--- src/rtl/hazard_scoreboard.sv ---
// hazard_scoreboard: scoreboard of in-flight GPR writes for the E..W tail pipeline.
// Produces the D-stage stall and per-operand forward selects, tracks MDU busy latency
// and pending CP0 EPC writes so that ERET waits for them to drain.
// Optional build macro HAZARD_PERF_CNT_EN adds stall performance counters.
module hazard_scoreboard #(
   parameter int unsigned NUM_STAGES = 3,
   parameter int unsigned REG_AW     = 5,
   parameter int unsigned TNEW_W     = 2,
   parameter int unsigned MDU_LAT    = 5,
   parameter int unsigned SEL_W      = 2
) (
   input  logic              clk,
   input  logic              rst_n,
   input  logic              d_valid,
   input  logic [REG_AW-1:0] d_rs,
   input  logic [REG_AW-1:0] d_rt,
   input  logic [TNEW_W-1:0] d_tuse_rs,
   input  logic [TNEW_W-1:0] d_tuse_rt,
   input  logic              d_wr_en,
   input  logic [REG_AW-1:0] d_wr_addr,
   input  logic [TNEW_W-1:0] d_tnew,
   input  logic              d_mdu_use,
   input  logic [1:0]        d_mdu_start,
   input  logic              d_eret,
   input  logic              d_mtc0_epc,
   input  logic              flush,
   output logic              stall,
   output logic [SEL_W-1:0]  fwd_rs,
   output logic [SEL_W-1:0]  fwd_rt,
   output logic              mdu_busy
`ifdef HAZARD_PERF_CNT_EN
   ,
   output logic [31:0]       perf_stall_cyc,
   output logic [31:0]       perf_mdu_stall_cyc
`endif
);

   localparam int unsigned CNT_W = $clog2(2 * MDU_LAT + 1);

   logic [NUM_STAGES-1:0] valid_q, valid_d;
   // epc marks a real instruction that writes EPC; it does not depend on a GPR write
   logic [NUM_STAGES-1:0] epc_q, epc_d;
   logic [REG_AW-1:0]     addr_q [NUM_STAGES];
   logic [REG_AW-1:0]     addr_d [NUM_STAGES];
   logic [TNEW_W-1:0]     tnew_q [NUM_STAGES];
   logic [TNEW_W-1:0]     tnew_d [NUM_STAGES];
   logic [CNT_W-1:0]      cnt_q, cnt_d;

   logic              rs_hit, rt_hit;
   logic [TNEW_W-1:0] rs_tnew, rt_tnew;
   logic [SEL_W-1:0]  rs_sel, rt_sel;
   logic              gpr_hazard, mdu_term, eret_term, advance;

   assign mdu_busy = (cnt_q != '0);

   // Youngest-match lookup: scan oldest to youngest so the lowest index wins.
   always_comb begin
      rs_hit  = 1'b0;
      rs_tnew = '0;
      rs_sel  = '0;
      rt_hit  = 1'b0;
      rt_tnew = '0;
      rt_sel  = '0;
      for (int i = int'(NUM_STAGES) - 1; i >= 0; i--) begin
         if (valid_q[i] && (addr_q[i] == d_rs)) begin
            rs_hit  = 1'b1;
            rs_tnew = tnew_q[i];
            rs_sel  = SEL_W'(i + 1);
         end
         if (valid_q[i] && (addr_q[i] == d_rt)) begin
            rt_hit  = 1'b1;
            rt_tnew = tnew_q[i];
            rt_sel  = SEL_W'(i + 1);
         end
      end
   end

   // Stall and forward decisions from the matched entries and MDU/EPC state.
   always_comb begin
      gpr_hazard = ((d_rs != '0) && rs_hit && (rs_tnew > d_tuse_rs)) ||
                   ((d_rt != '0) && rt_hit && (rt_tnew > d_tuse_rt));
      mdu_term   = d_valid && d_mdu_use && mdu_busy;
      eret_term  = d_eret && (|epc_q);
      stall      = gpr_hazard || mdu_term || eret_term;
      fwd_rs     = ((d_rs != '0) && rs_hit && (rs_tnew == '0)) ? rs_sel : '0;
      fwd_rt     = ((d_rt != '0) && rt_hit && (rt_tnew == '0)) ? rt_sel : '0;
      advance    = d_valid && !stall && !flush;
   end

   // Next state: shift entries down the pipe, age Tnew, capture D or a bubble.
   always_comb begin
      valid_d[0] = advance && d_wr_en && (d_wr_addr != '0);
      epc_d[0]   = advance && d_mtc0_epc;
      addr_d[0]  = d_wr_addr;
      tnew_d[0]  = d_tnew;
      for (int i = 1; i < int'(NUM_STAGES); i++) begin
         valid_d[i] = valid_q[i-1];
         epc_d[i]   = epc_q[i-1];
         addr_d[i]  = addr_q[i-1];
         tnew_d[i]  = (tnew_q[i-1] == '0) ? '0 : tnew_q[i-1] - TNEW_W'(1);
      end
      if (flush) begin
         valid_d = '0;
         epc_d   = '0;
      end

      // An issued MDU op always completes; flush leaves the counter alone.
      if (advance && (d_mdu_start == 2'b01)) begin
         cnt_d = CNT_W'(MDU_LAT);
      end else if (advance && (d_mdu_start == 2'b10)) begin
         cnt_d = CNT_W'(2 * MDU_LAT);
      end else if (cnt_q != '0) begin
         cnt_d = cnt_q - CNT_W'(1);
      end else begin
         cnt_d = cnt_q;
      end
   end

   // Scoreboard and MDU counter state.
   always_ff @(posedge clk or negedge rst_n) begin
      if (!rst_n) begin
         valid_q <= '0;
         epc_q   <= '0;
         cnt_q   <= '0;
         for (int i = 0; i < int'(NUM_STAGES); i++) begin
            addr_q[i] <= '0;
            tnew_q[i] <= '0;
         end
      end else begin
         valid_q <= valid_d;
         epc_q   <= epc_d;
         cnt_q   <= cnt_d;
         addr_q  <= addr_d;
         tnew_q  <= tnew_d;
      end
   end

`ifdef HAZARD_PERF_CNT_EN
   // Free-running stall counters, wrapping at 2^32.
   always_ff @(posedge clk or negedge rst_n) begin
      if (!rst_n) begin
         perf_stall_cyc     <= '0;
         perf_mdu_stall_cyc <= '0;
      end else begin
         if (stall) perf_stall_cyc <= perf_stall_cyc + 32'd1;
         if (mdu_term && !gpr_hazard && !eret_term) begin
            perf_mdu_stall_cyc <= perf_mdu_stall_cyc + 32'd1;
         end
      end
   end
`endif

endmodule

--- config.mk ---
export PLATFORM = sky130hd
export DESIGN_NAME = hazard_scoreboard
export DESIGN_NICKNAME = d
export VERILOG_FILES = /design/src/rtl/hazard_scoreboard.sv
export SDC_FILE = /design/constraint.sdc
export NUM_CORES = 1
export LEC_CHECK = 0
export CORE_ASPECT_RATIO = 1.2
export CORE_MARGIN = 2
export CORE_UTILIZATION = 40
export DETAILED_ROUTE_END_ITERATION = 7
export PLACE_DENSITY = 0.72
export SYNTH_ARGS = -nofsm -noshare
export SYNTH_HDL_FRONTEND = slang
export SYNTH_SLANG_ARGS = --single-unit
--- constraint.sdc ---
create_clock -name clk -period 4.6 [get_ports clk]
set_input_delay 0.69 -clock clk [delete_from_list [all_inputs] [get_ports clk]]
set_output_delay 0.69 -clock clk [all_outputs]
set_load 0.05 [all_outputs]
=== After elaboration in Yosys (flattened, before gate mapping) ===
Index checks and enable logic that the tools add are counted.

* Muxes and demuxes: 27
* Add/subtract/negate cells: 3
* Reductions and logical operators: 37
* $lt $le $gt $ge: 2
* Eq/ne operators: 8

{| class="wikitable"
|+ Operator list
! kind !! count
|-
| 2-bit two-way mux || 16
|-
| 5-bit == test || 6
|-
| 1-bit logical AND || 22
|-
| 5-bit nonzero test || 3
|-
| 4-bit two-way mux || 3
|-
| 2-bit logical NOT || 4
|-
| 1-bit two-way mux || 6
|-
| 3-bit two-way mux || 2
|-
| 2-bit greater-than comparator || 2
|-
| 4-bit nonzero test || 1
|-
| 2-bit by 1-bit subtractor with 2-bit output (second input constant) || 2
|-
| 4-bit by 1-bit subtractor with 4-bit output (second input constant) || 1
|-
| 1-bit logical OR || 3
|-
| 3-bit nonzero test || 1
|-
| 3-bit OR reduction || 1
|-
| 2-bit by 1-bit == test with 1-bit output (second input constant) || 1
|-
| 2-bit == test (second input constant) || 1
|-
| 1-bit logical NOT || 2
|}

* Output and inout port bits: 6
* Word-level logic and storage cells: 86
* Input port bits: 31
* Register bits after elaboration: 31

=== Depth between registers and ports, before layout ===
Gate-level depths: netlist (run 1).

* Depth after elaboration: 16
* Mapped depth: 15
* Mapped depth without buffers: 14

=== Worst setup path before layout (run 1) ===
OpenSTA, ideal clock, no wires.

* Path kind: in2out
* From: in d_rs[2]
* To: out fwd_rs[0]
* Path buffers: 0
* Data required time: 3910 ps
* Stages: 6
* Slack: -309 ps
* Data arrival time: 4219 ps
* Path through: xor2_1 -> nor4_1 -> nand3_1 -> mux2i_1 -> mux2_2 -> a2111oi_0

* Longest elaborated chain between the ends: 8
* Elaborated cells between the ends (all ways): 20

{| class="wikitable"
|+ RTL lines
! what !! RTL line !! text
|-
| start: declaration || 15 || <nowiki>input logic [REG_AW-1:0] d_rs,</nowiki>
|-
| 5-bit == test || 65 || <nowiki>if (valid_q[i] && (addr_q[i] == d_rs)) begin</nowiki>
|-
| 1-bit logical AND || 65 ||
|-
| 2-bit two-way mux / 1-bit two-way mux (equally long branches) (3 in a row) || 65 ||
|-
| 2-bit logical NOT / 1-bit logical AND (equally long branches) || 85 || <nowiki>fwd_rs = ((d_rs != '0) && rs_hit && (rs_tnew == '0)) ? rs_sel : '0;</nowiki>
|-
| 1-bit logical AND || 85 ||
|-
| 2-bit two-way mux * || 85 ||
|-
| end: declaration || 28 || <nowiki>output logic [SEL_W-1:0] fwd_rs,</nowiki>
|}

Every way passes the cells marked *; elsewhere a longest branch is shown, timed or not.

=== Final worst setup path (run 1) ===
* From: in d_rs[2]
* To: out stall

* Longest elaborated chain between the ends: 10
* Elaborated cells between the ends (all ways): 19

{| class="wikitable"
|+ RTL lines
! what !! RTL line !! text
|-
| 5-bit == test || 65 ||
|-
| 1-bit logical AND || 65 ||
|-
| 2-bit two-way mux / 1-bit two-way mux (equally long branches) (3 in a row) || 65 ||
|-
| 2-bit greater-than comparator / 1-bit logical AND (equally long branches) || 80 || <nowiki>gpr_hazard = ((d_rs != '0) && rs_hit && (rs_tnew > d_tuse_rs)) ||</nowiki>
|-
| 1-bit logical AND * || 80 ||
|-
| 1-bit logical OR * || 80 ||
|-
| 1-bit logical OR * (2 in a row) || 84 || <nowiki>stall = gpr_hazard || mdu_term || eret_term;</nowiki>
|-
| end: declaration || 27 || <nowiki>output logic stall,</nowiki>
|}

Marks and branches as above.

==> metrics.csv, run 1 <==
stage;metric;value;unit
outcome;status;finished, final reports clean;
sta;fin crit share;0.967;
logic_synthesis;Avg Inst Size Synth;10.3;um2
final_layout;fin area;0.00237;mm2
floorplan;Die X;64.6;um
floorplan;die area;0.00495;mm2
grt;initial antenna violation count;0;
worst_setup_path;crit path launch type;input port;
floorplan;Ports;37;
worst_setup_path;Worst EP arrival;3.76;ns
logic_synthesis;Yosys reg bits;31;
worst_setup_path;Buf+Inv Stages, Crit Path;3;
final_layout;Layout Utilization;0.557;
cts;Root Buffer;clkbuf_8;
logic_synthesis;Post-Syn Area;0.00176;mm2
routing;First-pass DRT Iterations;4;
cts;H-tree levels;2;
logic_synthesis;Syn Nets;208;
grt;vias in the first global route;1403;
sta;fmax;225;MHz
placed_design;pre-CTS setup slack;0.0927;ns
cts;clk sinks;31;
run;Max Cap Viol;0;
logic_synthesis;Synth top area share;0.441;
floorplan;Die Span Y;76.7;um
cts;clock latency on the worst-skew pair;0.27;ns
placed_design;dpl cells;268;
placed_design;post-DP HPWL;3040;um
worst_setup_path;slowest CP cell;clkdlybuf4s50_1;
final_layout;fraction of layout cells with a size suffix above 1;0.140;
sta;Hold Worst Slack;0.420;ns
sta;Hold Fails Final Rpt;0;
worst_setup_path;worst-path cell chain;clkdlybuf4s50_1 -> xor2_1 -> nor4_1 -> nand3_1 -> mux2i_1 -> mux2_2 -> ha_1 -> a211o_2 -> a31oi_2 -> nor3_2 -> inv_1 -> buf_12;
logic_synthesis;top cells by area, synth;dfrtp_1, xor2_1, ha_1;
grt;pin count of the biggest net entering global routing;32;
routing;wire per inst;13.8;um
sta;max_slew headroom;0.570;
sta;Final Setup Violations;0;
routing;Routed Antenna Nets;0;
final_layout;Finished Layout Cells;277;
floorplan;core area;0.00426;mm2
sta;fin crit period;4.45;ns
sta;Fin Setup TNS;0;ns
logic_synthesis;Ys Warns;0;
final_layout;antenna cells;0;
worst_setup_path;Max stage delay on crit path;0.50;ns
cts;CTS Buf Count;5;
routing;Starting DRT DRC Count;66;
power;total power;0.836;mW
logic_synthesis;cell count after synthesis;171;
logic_synthesis;post-synthesis sequential area ratio;0.441;
grt;first-pass GRT wire length;6440;um
cts;clk buf depth;2;
sta;Pins Over Slew Limit;0;
logic_synthesis;Unique masters post-synth;31;
placed_design;I/O Buffers;36;
worst_setup_path;CP max FO;5;
placed_design;final estimated routing congestion in global placement;0.879;
routing;vias per cell;5.05;
routing;Via Count;1398;
cts;CTS tree;done;
power;PwrDens;352;mW/mm2
placed_design;placed instance area;0.00224;mm2
worst_setup_path;WP data required;3.91;ns
logic_synthesis;Synth area leader;dfrtp_1;
routing;final wirelength;3810;um
sta;skew final;0.00639;ns
worst_setup_path;critical path class;in2out;
final_layout;Area Growth Syn to Fin;34.8;%
floorplan;initial core utilization;0.413;
routing;Remaining DRCs;0;
floorplan;# rows;26;
final_layout;# nets final;257;
cts;cts hold-fix bufs;0;
worst_setup_path;critical path's top delay family;buffers and inverters;
power;Max VDD drop;0.225;mV
cts;Clock transition at path regs;0.06;ns
power;leakage power;1.05;nW
grt;GR Util All Layers;0.168;
sta;RSZ-0062 raised after global routing;false;
sta;worst-margin pin slew;0.638;ns
grt;GRT overflow;0;
worst_hold_path;worst hold path type;reg2reg;
worst_setup_path;crit end category;output port;
sta;worst setup margin;0.151;ns
-- logic make-up (layout without fill, tap and decap cells) --
logic type / count (synthesis) / count (layout) / share of synthesized area
xor gates and xnor gates: 32 / 32 / 0.159
buffers and inverters: 17 / 67 / 0.0362
AOI/OAI and AO/OA: 23 / 23 / 0.103
muxes: 7 / 7 / 0.0426
and+or+nand+nor: 55 / 55 / 0.176
adders and majority gates: 6 / 6 / 0.0426
DFF: 31 / 31 / 0.441
-- power by group --
group	total [mW]	leakage (nW)	internal, mW	switching, mW
sequential	0.326	0.381	0.302	0.0240
combinational	0.237	0.606	0.119	0.118
clock	0.272	0.0612	0.175	0.0974
-- Yosys cell counts --
cell type / n
o21ai_0: 5
a31oi_2: 1
a31o_2: 1
dfrtp_1: 31
inv_1: 15
xor2_1: 24
nand3_1: 9
o31ai_1: 7
nor2_2: 2
and2_1: 2
ha_1: 6
xnor2_1: 8
nor2b_1: 6
mux2_2: 4
mux2i_1: 3
or4_4: 1
clkbuf_1: 2
nand2_1: 6
and3_1: 3
a211o_1: 2
nand2b_1: 2
a211o_2: 1
nor2_1: 5
nor4_1: 8
or4_1: 3
nor3_1: 4
a21oi_1: 3
a2111oi_0: 1
o211a_1: 1
a31oi_4: 1
nand4_1: 4
-- final timing paths --
| check | cells after the start | startpoint | slack (ns) | to |
|---|---|---|---|---|
| worst max register to register | 11 | addr_d[2] | 1.53 | cnt_q[3] |
| worst min-delay path | 1 | tnew_q[2] | 0.42 | tnew_q[0] |
| min in group asynchronous | 2 | rst_n | 0.82 | addr_d[4] |
| worst min register to register | 1 | tnew_q[2] | 0.42 | tnew_q[0] |
| worst max-delay path | 12 | d_rs[2] | 0.15 | stall |
| max in group asynchronous | 2 | rst_n | 3.50 | tnew_q[5] |
-- flip-flops by register name, indices dropped and copies added (netlist names) --
name and flops:
epc_q 3, cnt_q 4, valid_q 3, addr_d 10, tnew_q 6, addr_q 5
-- placed cells by master (no fill, tap or decap), drive strengths merged, types with 7 or more instances in the layout --
cell	count
nor4	8
clkdlybuf4s50	33
xnor2	8
nor2	7
buf	11
dfrtp	31
nand3	9
xor2	24
inv	15
o31ai	7
-- area by class of cell --
cell class	count	area (um2)
fill	393	1890
multi-input combinational	123	927
sequential	31	776
timing repair buffer	44	425
clock buffer	6	82.6
tap	56	70.1
inverter	15	56.3
clock inverter	2	35.0
-- per-layer routing --
metal	up-vias	global-route usage	routed length (um)	part of all wire
met4	0	0.0660	55	0.014
met1	666	0.231	1760	0.46
met5	-	0	0	0
met2	30	0.259	1850	0.49
met3	4	0.0337	138	0.036
li1	698	-	-	-
-- timing repair --
| action | in CTS | in global routing |
|---|---|---|
| endpoints found under the setup margin | 0 | 1 |
| setup buffers | 0 | 1 |
| gates resized for setup | 0 | 3 |
No activity file was read; power rests on OpenSTA's default activity.
==> run 2, diff against run 1 <==
--- a/config.mk
+++ b/config.mk
@@ -6,7 +6,7 @@
 export NUM_CORES = 1
 export LEC_CHECK = 0
 export CORE_ASPECT_RATIO = 1.2
-export CORE_MARGIN = 2
+export CORE_MARGIN = 4
 export CORE_UTILIZATION = 40
 export DETAILED_ROUTE_END_ITERATION = 7
 export PLACE_DENSITY = 0.72
==> run 2 against run 1 <==
  * First-iteration DRC count fell by 15%
  * Critical endpoint unchanged
  * Sequential power is essentially flat
  * Largest cell class unchanged
  * Global-route usage shrank 1.0 points
==> metrics.csv, run 2 (synthesis gave the netlist of run 1 again) <==
stage;metric;value;unit;change
outcome;status;finished, final reports clean;;
sta;skew final;0.00622;ns;-0.000172 ns
final_layout;Layout Utilization;0.563;;+0.00617
cts;clock latency on the worst-skew pair;0.28;ns;about the same
power;leakage power;1.06;nW;+1.2%
run;Max Cap Viol;0;;unchanged
routing;Remaining DRCs;0;;unchanged
grt;initial antenna violation count;0;;unchanged
worst_hold_path;worst hold path type;reg2reg;;
worst_setup_path;critical path class;in2out;;
worst_setup_path;worst reg-to-reg path cell count;11;;unchanged
sta;Final Setup Violations;0;;unchanged
worst_hold_path;hold path start;tnew_q[2];;
worst_setup_path;CP max FO;5;;unchanged
final_layout;Area Growth Syn to Fin;36.2;%;
final_layout;commonest non-fill, non-tap cells in the layout;clkdlybuf4s50_1, dfrtp_1, xor2_1, inv_1, buf_4;;
grt;vias in the first global route;1429;;+1.9%
final_layout;Largest register FFs;10;;unchanged
grt;GR Util All Layers;0.158;;-0.0103
sta;worst setup margin;0.198;ns;+0.0467 ns
worst_setup_path;Worst R2R End;cnt_q[3];;
cts;clk sinks;31;;unchanged
floorplan;Ports;37;;unchanged
worst_setup_path;worst-path cell chain;clkdlybuf4s50_1 -> xor2_1 -> nor4_1 -> nand3_1 -> mux2_2 -> ha_1 -> a211o_2 -> a31oi_4 -> nor3_1 -> inv_1 -> buf_12;;
sta;Hold Fails Final Rpt;0;;unchanged
routing;final wirelength;4020;um;+5.4%
worst_hold_path;Min-Delay Path Depth;1;;unchanged
placed_design;pre-CTS setup slack;0.147;ns;+0.0545 ns
worst_setup_path;slowest CP cell;clkdlybuf4s50_1;;
worst_setup_path;FF-to-FF setup slack;1.55;ns;+0.02 ns
final_layout;fraction of layout cells with a size suffix above 1;0.147;;+0.00705
routing;wire per inst;14.3;um;+4.3%
floorplan;# rows;26;;unchanged
worst_hold_path;Worst Hold End;tnew_q[0];;
worst_setup_path;Worst EP arrival;3.71;ns;-0.05 ns
grt;pin count of the biggest net entering global routing;32;;unchanged
routing;Routed Antenna Nets;0;;unchanged
routing;vias per cell;5.12;;+1.4%
worst_setup_path;crit end category;output port;;
cts;cts hold-fix bufs;0;;unchanged
floorplan;Die X;68.6;um;+6.2%
power;Max VDD drop;0.184;mV;-18%
floorplan;core area;0.00426;mm2;unchanged
worst_setup_path;crit path launch type;input port;;
routing;Via Count;1433;;+2.5%
final_layout;commonest non-fill, non-tap cell in the layout;clkdlybuf4s50_1;;
cts;clk buf depth;2;;unchanged
placed_design;I/O Buffers;36;;unchanged
cts;CTS tree;done;;
routing;First-pass DRT Iterations;4;;unchanged
cts;H-tree levels;2;;unchanged
sta;Pins Over Slew Limit;0;;unchanged
floorplan;die area;0.00553;mm2;+12%
worst_setup_path;Max stage delay on crit path;0.52;ns;+0.02 ns
grt;first-pass GRT wire length;6470;um;+0.33%
sta;max_slew headroom;0.650;;+0.0800
placed_design;final estimated routing congestion in global placement;0.892;;+1.6%
floorplan;initial core utilization;0.413;;unchanged
cts;Root Buffer;clkbuf_8;;
placed_design;post-DP HPWL;3130;um;+2.8%
cts;Clock transition at path regs;0.06;ns;about the same
worst_setup_path;RR Startpoint;addr_d[4];;
routing;Starting DRT DRC Count;56;;-15%
cts;CTS Buf Count;5;;unchanged
grt;GRT overflow;0;;unchanged
floorplan;Die Span Y;80.7;um;+5.2%
final_layout;# nets final;260;;+1.2%
sta;fin crit period;4.40;ns;-0.0467 ns
sta;worst-margin pin slew;0.519;ns;-0.119 ns
worst_setup_path;WP data required;3.91;ns;about the same
sta;fin crit share;0.957;;-0.0101
power;PwrDens;351;mW/mm2;-0.48%
sta;fmax;227;MHz;+1.1%
final_layout;antenna cells;0;;unchanged
## run 2: layout make-up
class / instances / area, um2
Fill cell: 388 / 1860
Inverter: 15 / 56.3
Multi-Input combinational cell: 123 / 931
Sequential cell: 31 / 776
Clock inverter: 2 / 35.0
Timing Repair Buffer: 47 / 448
Clock buffer: 6 / 82.6
Tap cell: 56 / 70.1
## run 2: routing by layer
metal	track usage	up-vias	wire [um]
met4	0.0557	0	47
met3	0.0392	4	193
met2	0.250	39	1990
met5	0	-	0
met1	0.204	684	1780
li1	-	706	-
## run 2: power by group
part	internal (mW)	total [mW]	switching, mW
Combinational	0.119	0.238	0.119
Clock	0.175	0.277	0.102
Sequential	0.302	0.327	0.0245
## run 2: worst max path at each step
stage | startpoint | endpoint | slack [ns] | depth (start not counted)
after CTS | d_rs[2] | stall | 0.11 | 11
after global placement | d_rt[4] | stall | 0.17 | 13
after detailed placement | d_rt[4] | stall | 0.15 | 13
after global routing | d_rs[2] | stall | -0.03 | 13
after floorplan | d_rs[2] | fwd_rs[0] | 0.35 | 6
final | d_rs[2] | stall | 0.20 | 11
## run 2: worst max-delay path: cells and delay by family
| kind | cells | cell delay, ns |
|---|---|---|
| XOR/XNOR | 1 | 0.22 |
| AO/OA/AOI/OAI | 2 | 0.56 |
| multiplexers | 1 | 0.36 |
| buffers and inverters | 3 | 0.82 |
| AND/OR/NAND/NOR | 3 | 0.77 |
| adder cells (fa/ha/maj) | 1 | 0.29 |
## run 2: stage by stage
step | cell area, um2 | hold slack, ns | std cells | power [mW] | TNS (ns)
after floorplan | 1760 | 0.394 | 171 | 0.484 | 0
after global placement | 2250 | 0.408 | 269 | 0.566 | 0
after detailed placement | 2250 | 0.408 | 269 | 0.570 | 0
after CTS | 2370 | 0.418 | 277 | 0.852 | 0
after global routing | 2400 | 0.437 | 280 | 0.891 | -0.0330
final | 2400 | 0.417 | 280 | 0.841 | 0
## run 2: repair_timing
| action | in CTS | in global routing |
|---|---|---|
| gates resized for setup | 0 | 3 |
| buffers inserted | 0 | 3 |
| endpoints found under the setup margin | 0 | 1 |
| hold endpoints to repair | 0 | 0 |
